<file path="src/rtl/uart_pkg.sv">
// Shared UART definitions: default bus addresses, line timing and the TX/RX frame state encoding.
// The build option UART_TX_FIFO_EN (see uart_tx_ctrl) uses DEF_FIFO_DEPTH.
package uart_pkg;

  localparam int unsigned DEF_CLK_HZ     = 50_000_000;
  localparam int unsigned DEF_BAUD       = 115200;
  localparam int unsigned DEF_FIFO_DEPTH = 4;

  localparam logic [7:0] DEF_TX_DATA_ADDR = 8'd253;
  localparam logic [7:0] DEF_INT_ACK_ADDR = 8'd254;

  typedef enum logic [1:0] {
    IDLE  = 2'd0,
    START = 2'd1,
    DATA  = 2'd2,
    STOP  = 2'd3
  } uart_state_t;

  // Integer floor, so the real line rate is slightly above BAUD when the division is inexact.
  function automatic int unsigned clks_per_bit(input int unsigned clk_hz, input int unsigned baud);
    return clk_hz / baud;
  endfunction

endpackage

</file>
<file path="src/rtl/uart_tx_fifo.sv">
// Synchronous byte FIFO feeding the UART transmit shifter; DEPTH must be a power of two (>= 2).
// Pushes while full and pops while empty are ignored.
module uart_tx_fifo #(
  parameter int unsigned DEPTH = 4
) (
  input  logic       clk,
  input  logic       rst_n,
  input  logic       push,
  input  logic [7:0] w_data,
  input  logic       pop,
  output logic [7:0] r_data,
  output logic       full,
  output logic       empty
);

  localparam int unsigned AW = (DEPTH > 1) ? $clog2(DEPTH) : 1;

  logic [7:0]  mem [DEPTH];
  logic [AW:0] wr_ptr;
  logic [AW:0] rd_ptr;
  logic        do_push;
  logic        do_pop;

  assign do_push = push && !full;
  assign do_pop  = pop && !empty;

  // Pointers carry one extra wrap bit so full and empty can be told apart.
  always_ff @(posedge clk or negedge rst_n) begin
    if (!rst_n) begin
      wr_ptr <= '0;
      rd_ptr <= '0;
    end else begin
      if (do_push) wr_ptr <= wr_ptr + 1'b1;
      if (do_pop)  rd_ptr <= rd_ptr + 1'b1;
    end
  end

  always_ff @(posedge clk) begin
    if (do_push) mem[wr_ptr[AW-1:0]] <= w_data;
  end

  assign empty  = (wr_ptr == rd_ptr);
  assign full   = (wr_ptr[AW-1:0] == rd_ptr[AW-1:0]) && (wr_ptr[AW] != rd_ptr[AW]);
  assign r_data = mem[rd_ptr[AW-1:0]];

endmodule

</file>
<file path="src/rtl/uart_tx_ctrl.sv">
// CPU-facing 8N1 UART transmitter with a sticky transmit-complete interrupt and overrun flag.
// Define UART_TX_FIFO_EN to queue writes in a FIFO_DEPTH-entry FIFO ahead of the shifter.
module uart_tx_ctrl
  import uart_pkg::*;
#(
  parameter int unsigned CLK_HZ       = DEF_CLK_HZ,
  parameter int unsigned BAUD         = DEF_BAUD,
  parameter logic [7:0]  TX_DATA_ADDR = DEF_TX_DATA_ADDR,
  parameter logic [7:0]  INT_ACK_ADDR = DEF_INT_ACK_ADDR
`ifdef UART_TX_FIFO_EN
  , parameter int unsigned FIFO_DEPTH = DEF_FIFO_DEPTH
`endif
) (
  input  logic       clk,
  input  logic       rst_n,
  input  logic [7:0] access_addr,
  input  logic       reg_w_en,
  input  logic [7:0] w_data,
  output logic       tx,
  output logic       busy_flag,
  output logic       int_req,
  output logic       overrun
);

  localparam int unsigned CLKS_PER_BIT = clks_per_bit(CLK_HZ, BAUD);
  localparam int unsigned CNT_W        = (CLKS_PER_BIT > 1) ? $clog2(CLKS_PER_BIT) : 1;
  localparam logic [CNT_W-1:0] CNT_LAST = CNT_W'(CLKS_PER_BIT - 1);

  uart_state_t      state, state_next;
  logic [CNT_W-1:0] baud_cnt, baud_cnt_next;
  logic [2:0]       bit_idx, bit_idx_next;
  logic [7:0]       shifter, shifter_next;
  logic             tx_next;
  logic             frame_load;
  logic             int_set;

  logic             data_wr;
  logic             accept;
  logic             ack;
  logic             idle_avail;
  logic [7:0]       idle_byte;
  logic             chain_avail;
  logic [7:0]       chain_byte;

  assign data_wr = reg_w_en && (access_addr == TX_DATA_ADDR);
  assign ack     = reg_w_en && (access_addr == INT_ACK_ADDR);
  assign accept  = data_wr && !busy_flag;

`ifdef UART_TX_FIFO_EN
  logic       fifo_push;
  logic       fifo_pop;
  logic       fifo_full;
  logic       fifo_empty;
  logic [7:0] fifo_rd_data;

  // A write into an empty FIFO while idle bypasses it so the start bit still follows on the next edge.
  assign busy_flag   = fifo_full;
  assign idle_avail  = !fifo_empty || accept;
  assign idle_byte   = fifo_empty ? w_data : fifo_rd_data;
  assign chain_avail = !fifo_empty;
  assign chain_byte  = fifo_rd_data;
  assign fifo_pop    = frame_load && !fifo_empty;
  assign fifo_push   = accept && !((state == IDLE) && fifo_empty);

  uart_tx_fifo #(
    .DEPTH (FIFO_DEPTH)
  ) u_fifo (
    .clk    (clk),
    .rst_n  (rst_n),
    .push   (fifo_push),
    .w_data (w_data),
    .pop    (fifo_pop),
    .r_data (fifo_rd_data),
    .full   (fifo_full),
    .empty  (fifo_empty)
  );
`else
  assign busy_flag   = (state != IDLE);
  assign idle_avail  = accept;
  assign idle_byte   = w_data;
  assign chain_avail = 1'b0;
  assign chain_byte  = 8'h00;
`endif

  always_ff @(posedge clk or negedge rst_n) begin
    if (!rst_n) begin
      state    <= IDLE;
      baud_cnt <= '0;
      bit_idx  <= '0;
      shifter  <= '0;
      tx       <= 1'b1;
    end else begin
      state    <= state_next;
      baud_cnt <= baud_cnt_next;
      bit_idx  <= bit_idx_next;
      shifter  <= shifter_next;
      tx       <= tx_next;
    end
  end

  // The baud counter restarts on every state entry; tx is driven from the next state so it stays registered.
  always_comb begin
    state_next    = state;
    baud_cnt_next = baud_cnt + 1'b1;
    bit_idx_next  = bit_idx;
    shifter_next  = shifter;
    frame_load    = 1'b0;
    int_set       = 1'b0;

    case (state)
      IDLE: begin
        baud_cnt_next = '0;
        if (idle_avail) begin
          state_next   = START;
          shifter_next = idle_byte;
          frame_load   = 1'b1;
        end
      end
      START: begin
        if (baud_cnt == CNT_LAST) begin
          state_next    = DATA;
          baud_cnt_next = '0;
          bit_idx_next  = '0;
        end
      end
      DATA: begin
        if (baud_cnt == CNT_LAST) begin
          baud_cnt_next = '0;
          shifter_next  = {1'b0, shifter[7:1]};
          if (bit_idx == 3'd7) begin
            state_next = STOP;
          end else begin
            bit_idx_next = bit_idx + 3'd1;
          end
        end
      end
      STOP: begin
        if (baud_cnt == CNT_LAST) begin
          baud_cnt_next = '0;
          if (chain_avail) begin
            state_next   = START;
            shifter_next = chain_byte;
            frame_load   = 1'b1;
          end else begin
            state_next = IDLE;
            int_set    = 1'b1;
          end
        end
      end
      default: begin
        state_next    = IDLE;
        baud_cnt_next = '0;
      end
    endcase

    case (state_next)
      START:   tx_next = 1'b0;
      DATA:    tx_next = shifter_next[0];
      default: tx_next = 1'b1;
    endcase
  end

  // Setting beats an acknowledge arriving in the same cycle, for both sticky flags.
  always_ff @(posedge clk or negedge rst_n) begin
    if (!rst_n) begin
      int_req <= 1'b0;
      overrun <= 1'b0;
    end else begin
      if (int_set)  int_req <= 1'b1;
      else if (ack) int_req <= 1'b0;

      if (data_wr && busy_flag) overrun <= 1'b1;
      else if (ack)             overrun <= 1'b0;
    end
  end

endmodule

</file>
<file path="config.mk">
export PLATFORM = sky130hd
export DESIGN_NAME = uart_tx_ctrl
export DESIGN_NICKNAME = d
export VERILOG_FILES = /design/src/rtl/uart_pkg.sv /design/src/rtl/uart_tx_fifo.sv /design/src/rtl/uart_tx_ctrl.sv
export SDC_FILE = /design/constraint.sdc
export NUM_CORES = 1
export LEC_CHECK = 0
export BUFFER_PORTS_ARGS = -buffer_cell sky130_fd_sc_hd__buf_2
export CELL_PAD_IN_SITES_DETAIL_PLACEMENT = 0
export CELL_PAD_IN_SITES_GLOBAL_PLACEMENT = 1
export CORE_AREA = 3 3 75 56
export DETAILED_ROUTE_END_ITERATION = 8
export DIE_AREA = 0 0 78 59
export GPL_TIMING_DRIVEN = 0
export MAX_ROUTING_LAYER = met4
export PLACE_DENSITY_LB_ADDON = 0.1
export RECOVER_POWER = 100
export SYNTH_ARGS = -nofsm -noshare
export SYNTH_HDL_FRONTEND = slang
export SYNTH_SLANG_ARGS = --single-unit
</file>
<file path="constraint.sdc">
create_clock -name clk -period 1.8 [get_ports clk]
set_clock_uncertainty 0.1 [all_clocks]
set_input_delay 0.18 -clock clk [delete_from_list [all_inputs] [get_ports clk]]
set_output_delay 0.18 -clock clk [all_outputs]
set_load 0.01 [all_outputs]
</file>
## Word-level counts from Yosys, hierarchy flattened

Cells that the tools add are included.

- $add $sub $neg: 2
- Eq/ne operators: 13
- Multiplexer cells: 21
- Reduce and logical (&&, ||, !) cells: 14

Operators with widths:

| cell | count |
|---|---|
| $pmux W9 S2 | 1 |
| $eq A8 B8 Y1 const B | 2 |
| $mux W8 | 2 |
| $pmux W8 S2 | 1 |
| $mux W2 | 5 |
| $reduce_bool A2 Y1 | 5 |
| $add A9 B1 Y9 const B | 1 |
| $eq A9 B9 Y1 const B | 1 |
| $mux W3 | 3 |
| $mux W9 | 1 |
| $ne A2 B2 Y1 const B | 4 |
| $pmux W2 S4 | 1 |
| $eq A2 B2 Y1 const B | 3 |
| $pmux W3 S2 | 1 |
| $mux W1 | 5 |
| $eq A2 B1 Y1 const B | 2 |
| $logic_and A1 B1 Y1 | 4 |
| $reduce_and A4 Y1 | 1 |
| $add A3 B1 Y3 const B | 1 |
| $eq A3 B3 Y1 const B | 1 |
| $reduce_and A3 Y1 | 1 |
| $reduce_or A3 Y1 | 1 |
| $logic_not A2 Y1 | 1 |
| $pmux W1 S2 | 1 |
| $logic_not A1 Y1 | 1 |

- Register bits: 25
- Bits of input ports: 19
- Word-level logic and storage cells: 58

## Depth between registers and ports, before layout

Gate-level depths: netlist of run 1.

- Word-level depth: 7
- Gate-level depth with buffers: 7
- Mapped depth without buffers: 6

## Least setup slack after synthesis of run 1

Ideal clock, no wire load.

- Kind: reg2reg
- From: register state[0]
- To: register shifter[0]
- Arrival time: 1.588 ns
- Required time: 1.573 ns
- Setup slack: -0.015 ns
- Cell stages (with the launch flop): 8
- Clock period less this slack: 1.815 ns
- Cell sequence: dfrtp_1 buf_6 or2_1 buf_6 or4_4 buf_6 nand3_2 nand2_1

- Cells in the longest elaborated chain, start to end: 5

RTL lines:

| item | line | RTL |
|---|---|---|
| start: declaration | uart_tx_ctrl.sv:29 | `uart_state_t state, state_next;` |
| start signal: assignment | uart_tx_ctrl.sv:93 | `state <= state_next;` |
| $reduce_bool A2 Y1 | uart_tx_ctrl.sv:78 | `assign busy_flag = (state != IDLE);` |
| via busy_flag | uart_tx_ctrl.sv:20 | `output logic busy_flag,` |
| $logic_not A1 Y1 | uart_tx_ctrl.sv:47 | `assign accept = data_wr && !busy_flag;` |
| $logic_and A1 B1 Y1 | uart_tx_ctrl.sv:47 |  |
| $mux W8 | uart_tx_ctrl.sv:113 | `if (idle_avail) begin` |
| $pmux W8 S2 | uart_tx_ctrl.sv:110 | `case (state)` |
| via shifter_next[0] | uart_tx_ctrl.sv:32 | `logic [7:0] shifter, shifter_next;` |
| end signal: assignment | uart_tx_ctrl.sv:96 | `shifter <= shifter_next;` |
| end: declaration | uart_tx_ctrl.sv:32 |  |

The timed path passes the listed nets, and every way through them passes these cells. The select of a mux whose other input is x is not followed.
A chain may end at the register's enable or synchronous reset.

## Final worst setup path of run 1

- From: register state[1]
- To: register shifter[0]

- Cells in the longest elaborated chain, start to end: 5

RTL lines:

| item | line |
|---|---|
| $reduce_bool A2 Y1 | uart_tx_ctrl.sv:78 |
| $logic_not A1 Y1 | uart_tx_ctrl.sv:47 |
| $logic_and A1 B1 Y1 | uart_tx_ctrl.sv:47 |
| $mux W8 | uart_tx_ctrl.sv:113 |
| $pmux W8 S2 (*) | uart_tx_ctrl.sv:110 |
| via shifter_next[0] | uart_tx_ctrl.sv:32 |

Mark *: on every way through the listed nets, which the timed path passes. The rest lies on a longest branch. The select of a mux whose other input is x is not followed.

==> flow_metrics.env, run 1 <==
export IMPL_ys_seq_elements=25
export IMPL_nets=188
export IMPL_yosysWarnings=0
export IMPL_fin_crit_sh=0.980
export IMPL_worst_ep_arrival_time_ns=1.82
export IMPL_hold_viol=0
export IMPL_layout_drive_gt1_share=0.372
export IMPL_synth_top_cells_by_count="24 x dfrtp_1, 15 x nor2_1, 11 x nand2_1"
export IMPL_row_count=18
export IMPL_die_w_um=78
export IMPL_cts_tree="built"
export IMPL_num_vias=1101
export IMPL_die_h_um=59
export IMPL_synth_avg_cell_area_sq_um=10.4
export IMPL_synth_cell_types=40
export IMPL_hpwl_mm=2.03
export IMPL_antenna_found_initial=0
export IMPL_port_buffers=22
export IMPL_relSlewSlack=0.564
export IMPL_grt_pass1_vias=1108
export IMPL_nFillCells=344
export IMPL_first_iter_violations=36
export IMPL_endpoint_kind="flop"
export IMPL_gp_congestion=0.757
export IMPL_outcome="complete, no violations"
export IMPL_root_buffer="clkbuf_8"
export IMPL_ios=23
export IMPL_synth_fp_nets=150
export IMPL_grt_pass1_wl_mm=5.20
export IMPL_fmax_mhz=567
export IMPL_drtAntennaViolNets=0
export IMPL_clock_latency_ns=0.26
export IMPL_synthArstFlopShare=1.00
export IMPL_cts_buffers=3
export IMPL_drc=0
export IMPL_area_growth_pct=33.0
export IMPL_fin_crit_ns=1.76
export IMPL_synth_cell_area_sq_mm=0.00132
export IMPL_min_path_type="in2reg"
export IMPL_track_usage=0.145
export IMPL_synthCells=127
export IMPL_grt_setup_unrepaired="true"
export IMPL_cts_max_level=1
export IMPL_maxCapViolCount=0
export IMPL_crit_type="reg2reg"
export IMPL_clockBufferDepth=2
export IMPL_synth_top_area_frac=0.455
export IMPL_drtPass1Iterations=4
export IMPL_synth_edf_count=0
export IMPL_overflow=0
export IMPL_start_util=0.376
export IMPL_ys_seq_area_frac=0.475
export IMPL_cellPowerDensity_mw_per_mm2=583
export IMPL_dpl_cell_area_sq_mm=0.00149
export IMPL_detail_route_wl_per_cell_um=13.6
export IMPL_crit_fanout=7
export IMPL_required_ns=1.86
export IMPL_finish_instance_area_sq_mm=0.00176
export IMPL_antenna_cells=0
export IMPL_tightest_slew_ns=0.654
export IMPL_startpoint_type="flop"
export IMPL_synth_area_top_cells="dfrtp_1 45%, a22oi_1 4.5%, nor2_1 4.3%"
export IMPL_finalSetupViolations=0
export IMPL_vias_per_cell=5.14
export IMPL_vdd_drop_max_mv=0.313
export IMPL_leakage_nw=0.751
export IMPL_clk_pin_slew_ns=0.09
export IMPL_fp_dieArea_sq_mm=0.00460
export IMPL_grt_max_degree=26
export IMPL_synth_most_common_cell="dfrtp_1"
export IMPL_finalMaxSlewViolations=0
export IMPL_core_sq_mm=0.00351
export IMPL_wirelength_mm=2.92
export IMPL_synth_ff_type="dfrtp_1"
export IMPL_fin_util=0.500
export IMPL_synth_top_area_cell="dfrtp_1"
export IMPL_clock_sinks=25
-- worst max-delay path: stages, from the launching register on --
cell,delay (ns)
dfrtp_2,0.47
or2_4,0.30
or4_4,0.61
nand3_2,0.13
nand2_1,0.05
-- cells by family (layout without fill, tap and decap cells) --
logic type      count (synthesis)  in the layout  synth area share
compound gates                 23             23             0.141
xor+xnor                        7              7            0.0464
fa+ha+maj                       4              4            0.0379
buf+inv                        11             48            0.0512
flops                          25             25             0.475
mux                             1              1           0.00758
simple gates                   56             56             0.241
-- timing repair --
item	in CTS	in global routing
pin swaps	15	6
resized for setup	14	11
endpoints found under the hold margin	24	0
setup endpoints to repair	21	20
setup buffers	9	4
hold buffers	1	0
cloned	0	0
-- power breakdown --
| group | total (mW) | internal [mW] | leakage (nW) | switching, mW |
|---|---|---|---|---|
| logic | 0.106 | 0.0481 | 0.389 | 0.0576 |
| clock network | 0.331 | 0.155 | 0.0255 | 0.177 |
| registers | 0.586 | 0.577 | 0.337 | 0.00923 |
-- flip-flops by register name, summed over array words and instances, names as in the netlist --
name / cells
tx: 1
shifter: 8
overrun: 1
state: 2
bit_idx: 3
baud_cnt: 9
int_req: 1
-- cells in the final DEF (no fill, tap or decap), drive strengths merged, types with 2 or more instances in the layout --
master / Yosys / routed
buf: 4 / 33
dfrtp: 24 / 24
nor2: 15 / 15
nand2: 11 / 11
nand3: 11 / 11
a22oi: 8 / 8
clkbuf: 1 / 7
inv: 6 / 6
xnor2: 6 / 6
nand4: 5 / 5
nor4: 4 / 4
ha: 4 / 4
o2bb2ai: 3 / 3
a21oi: 2 / 2
nor3: 2 / 2
o21ai: 2 / 2
-- layer usage --
metal	track usage	share of wire	wire length, um	vias to the layer above
li1	-	-	-	541
met1	0.186	0.50	1460	537
met2	0.237	0.45	1310	21
met3	0.0365	0.047	136	2
met4	0.0299	0.0058	17	0
met5	-	0	0	-
-- worst paths after layout --
kind | startpoint | end | slack, ns | depth (start not counted)
max | state[1]$_DFF_PN0_ | shifter[0]$_DFF_PN0_ | 0.04 | 4
min | w_data[7] | shifter[7]$_DFFE_PN0P_ | 0.04 | 2
max reg2reg | state[1]$_DFF_PN0_ | shifter[0]$_DFF_PN0_ | 0.04 | 4
min reg2reg | int_req$_DFFE_PN0P_ | int_req$_DFFE_PN0P_ | 0.40 | 1
max in group asynchronous | rst_n | state[1]$_DFF_PN0_ | 0.77 | 2
min in group asynchronous | rst_n | overrun$_DFFE_PN0P_ | 0.38 | 2
-- cell type report --
type	count	area, sq um	area share
multi-input cells	91	752	0.428
flip-flops and latches	25	628	0.358
repair buffers	36	221	0.126
well taps	50	62.6	0.0356
clock buffers	3	41.3	0.0235
plain buffers	2	22.5	0.0128
inverters	6	22.5	0.0128
clock inverters	1	5.00	0.00285
-- through the flow --
stage / setup slack, ns / hold slack (ns) / power [mW] / instances / TNS (ns)
after detailed placement: -0.166 / 0.117 / 0.686 / 199 / -1.97
after CTS: -0.0537 / 0.0318 / 1.04 / 212 / -0.233
after global routing: -0.0749 / 0.0377 / 1.08 / 214 / -0.100
after global placement: -0.160 / 0.112 / 0.683 / 199 / -1.47
final: 0.0353 / 0.0402 / 1.02 / 214 / 0
after floorplan: -0.0149 / -0.216 / 0.638 / 127 / -0.0525
(Power assumes the default switching activity.)
==> run 2, diff against run 1 <==
Settings changed: CELL_PAD_IN_SITES_DETAIL_PLACEMENT 0 to unset, CELL_PAD_IN_SITES_GLOBAL_PLACEMENT 1 to unset, CORE_AREA 3 3 75 56 to 3 3 67 50, DIE_AREA 0 0 78 59 to 0 0 70 53, PLACE_DENSITY set to 0.71, PLACE_DENSITY_LB_ADDON 0.1 to unset.
==> run 2 against run 1 <==
Die area down 19%. Core utilization rose by 7.9 points. Hold slack worse by 0.0051 ns. Highest routed layer unchanged. Critical endpoint unchanged.
==> flow_metrics.env, run 2 (synthesized netlist as in run 1, its figures left out) <==
export IMPL_outcome="complete, no violations"
export IMPL_vias_per_cell=5.60
export IMPL_hpwl_mm=1.97
export IMPL_drc=0
export IMPL_largest_reg_flops=9
export IMPL_largest_register="baud_cnt"
export IMPL_critPathCapture="shifter[0]$_DFF_PN0_"
export IMPL_cts_buffers=3
export IMPL_wirelength_mm=2.69
export IMPL_antenna_found_initial=0
export IMPL_die_h_um=53
export IMPL_grt_pass1_wl_mm=4.57
export IMPL_r2r_slack_ns=0.008
export IMPL_nets=181
export IMPL_grt_pass1_vias=1056
export IMPL_first_iter_violations=38
export IMPL_gp_congestion=0.878
export IMPL_layout_drive_gt1_share=0.287
export IMPL_multi_input_area_sq_um=672
export IMPL_fmax_mhz=558
export IMPL_ios=23
export IMPL_nFillCells=246
export IMPL_finalMaxSlewViolations=0
export IMPL_root_buffer="clkbuf_8"
export IMPL_tightest_slew_ns=0.626
export IMPL_final_cells=193
export IMPL_final_common_cell="dfrtp_1"
export IMPL_min_path_cells=3
export IMPL_cellPowerDensity_mw_per_mm2=634
export IMPL_detail_route_wl_per_cell_um=13.9
export IMPL_num_vias=1081
export IMPL_clockBufferDepth=2
export IMPL_clock_sinks=25
export IMPL_r2r_start="state[1]$_DFF_PN0_"
export IMPL_finish_instance_area_sq_mm=0.00160
export IMPL_r2r_cells=4
export IMPL_startpoint_type="flop"
export IMPL_finalPower_mw=1.01
export IMPL_port_buffers=22
export IMPL_grt_max_degree=26
export IMPL_die_w_um=70
export IMPL_fin_crit_ns=1.79
export IMPL_fp_dieArea_sq_mm=0.00371
export IMPL_reg_largest_list="baud_cnt: 9 flops, shifter: 8 flops, bit_idx: 3 flops"
export IMPL_place_inst=185
export IMPL_seq_area_sq_um=627
export IMPL_area_growth_pct=21.1
export IMPL_drtAntennaViolNets=0
export IMPL_row_count=16
export IMPL_leakage_nw=0.690
export IMPL_cts_max_level=1
export IMPL_hold_viol=0
export IMPL_required_ns=1.85
export IMPL_r2r_end="shifter[0]$_DFF_PN0_"
export IMPL_vdd_drop_max_mv=0.492
export IMPL_clk_pin_slew_ns=0.09
export IMPL_min_path_type="in2reg"
export IMPL_crit_start="state[1]$_DFF_PN0_"
export IMPL_maxCapViolCount=0
export IMPL_relSlewSlack=0.583
export IMPL_start_util=0.478
export IMPL_crit_type="reg2reg"
export IMPL_crit_fanout=7
export IMPL_core_sq_mm=0.00276
export IMPL_overflow=0
export IMPL_fin_crit_sh=0.995
export IMPL_clock_latency_ns=0.27
export IMPL_fin_util=0.579
export IMPL_layout_common_cells="24 x dfrtp_1, 17 x buf_2, 15 x nor2_1"
export IMPL_grt_setup_unrepaired="true"
export IMPL_drtPass1Iterations=4
export IMPL_finalSetupViolations=0
export IMPL_cts_tree="built"
export IMPL_endpoint_kind="flop"
export IMPL_antenna_cells=0
export IMPL_track_usage=0.162
export IMPL_worst_ep_arrival_time_ns=1.85
export IMPL_dpl_cell_area_sq_mm=0.00148
-- run 2: cell types whose count changed in the layout (fill, tap and decap cells not counted), sizes merged --
cell    before  now
buf         33   24
clkbuf       7    9
-- run 2: per-layer routing --
| metal | vias up | track usage | routed length [um] |
|---|---|---|---|
| met5 | - | - | 0 |
| met2 | 20 | 0.268 | 1270 |
| met3 | 2 | 0.0512 | 121 |
| met1 | 532 | 0.196 | 1290 |
| li1 | 527 | - | - |
| met4 | 0 | 0.0382 | 8 |
-- run 2: worst min path at each step --
stage | to | startpoint
5_1_grt | shifter[7]$_DFFE_PN0P_ | w_data[7]
4_1_cts | shifter[7]$_DFFE_PN0P_ | w_data[7]
3_5_place_dp | bit_idx[1]$_DFFE_PN0P_ | rst_n
6_report | shifter[6]$_DFFE_PN0P_ | w_data[6]
2_1_floorplan | baud_cnt[0]$_DFF_PN0_ | rst_n
3_3_place_gp | bit_idx[0]$_DFFE_PN0P_ | rst_n
-- run 2: metrics by stage --
stage | setup WS, ns | TNS [ns] | hold WS [ns]
2_1_floorplan | -0.0149 | -0.0525 | -0.216
3_3_place_gp | -0.104 | -0.928 | 0.0981
3_5_place_dp | -0.130 | -1.44 | 0.108
4_1_cts | 0.00410 | 0 | 0.0311
5_1_grt | -0.0954 | -0.413 | 0.0259
6_report | 0.00836 | 0 | 0.0351
-- run 2: final cells by class --
class | instances | area share
clock buffers | 3 | 0.0258
repair buffers | 28 | 0.100
clock inverters | 1 | 0.00313
plain buffers | 3 | 0.0164
well taps | 36 | 0.0282
multi-input cells | 91 | 0.420
inverters | 6 | 0.0141
flip-flops and latches | 25 | 0.392
-- run 2: power by group --
part	internal [mW]	switching (mW)	total (mW)
logic	0.0419	0.0542	0.0960
registers	0.577	0.00897	0.586
clock network	0.155	0.177	0.332
-- run 2: timing repair --
action	CTS	global route
buffers inserted	3	2
endpoints found under the setup margin	21	20
endpoints found under the hold margin	24	0
pin swaps	4	1
gates resized for setup	8	5
hold buffers	1	0
-- run 2: worst max-delay path, cell delays in order (launching register included) --
cell     delay, ns
dfrtp_1       0.46
or2_4         0.32
or4_4         0.61
nand3_2       0.12
nand2_1       0.06
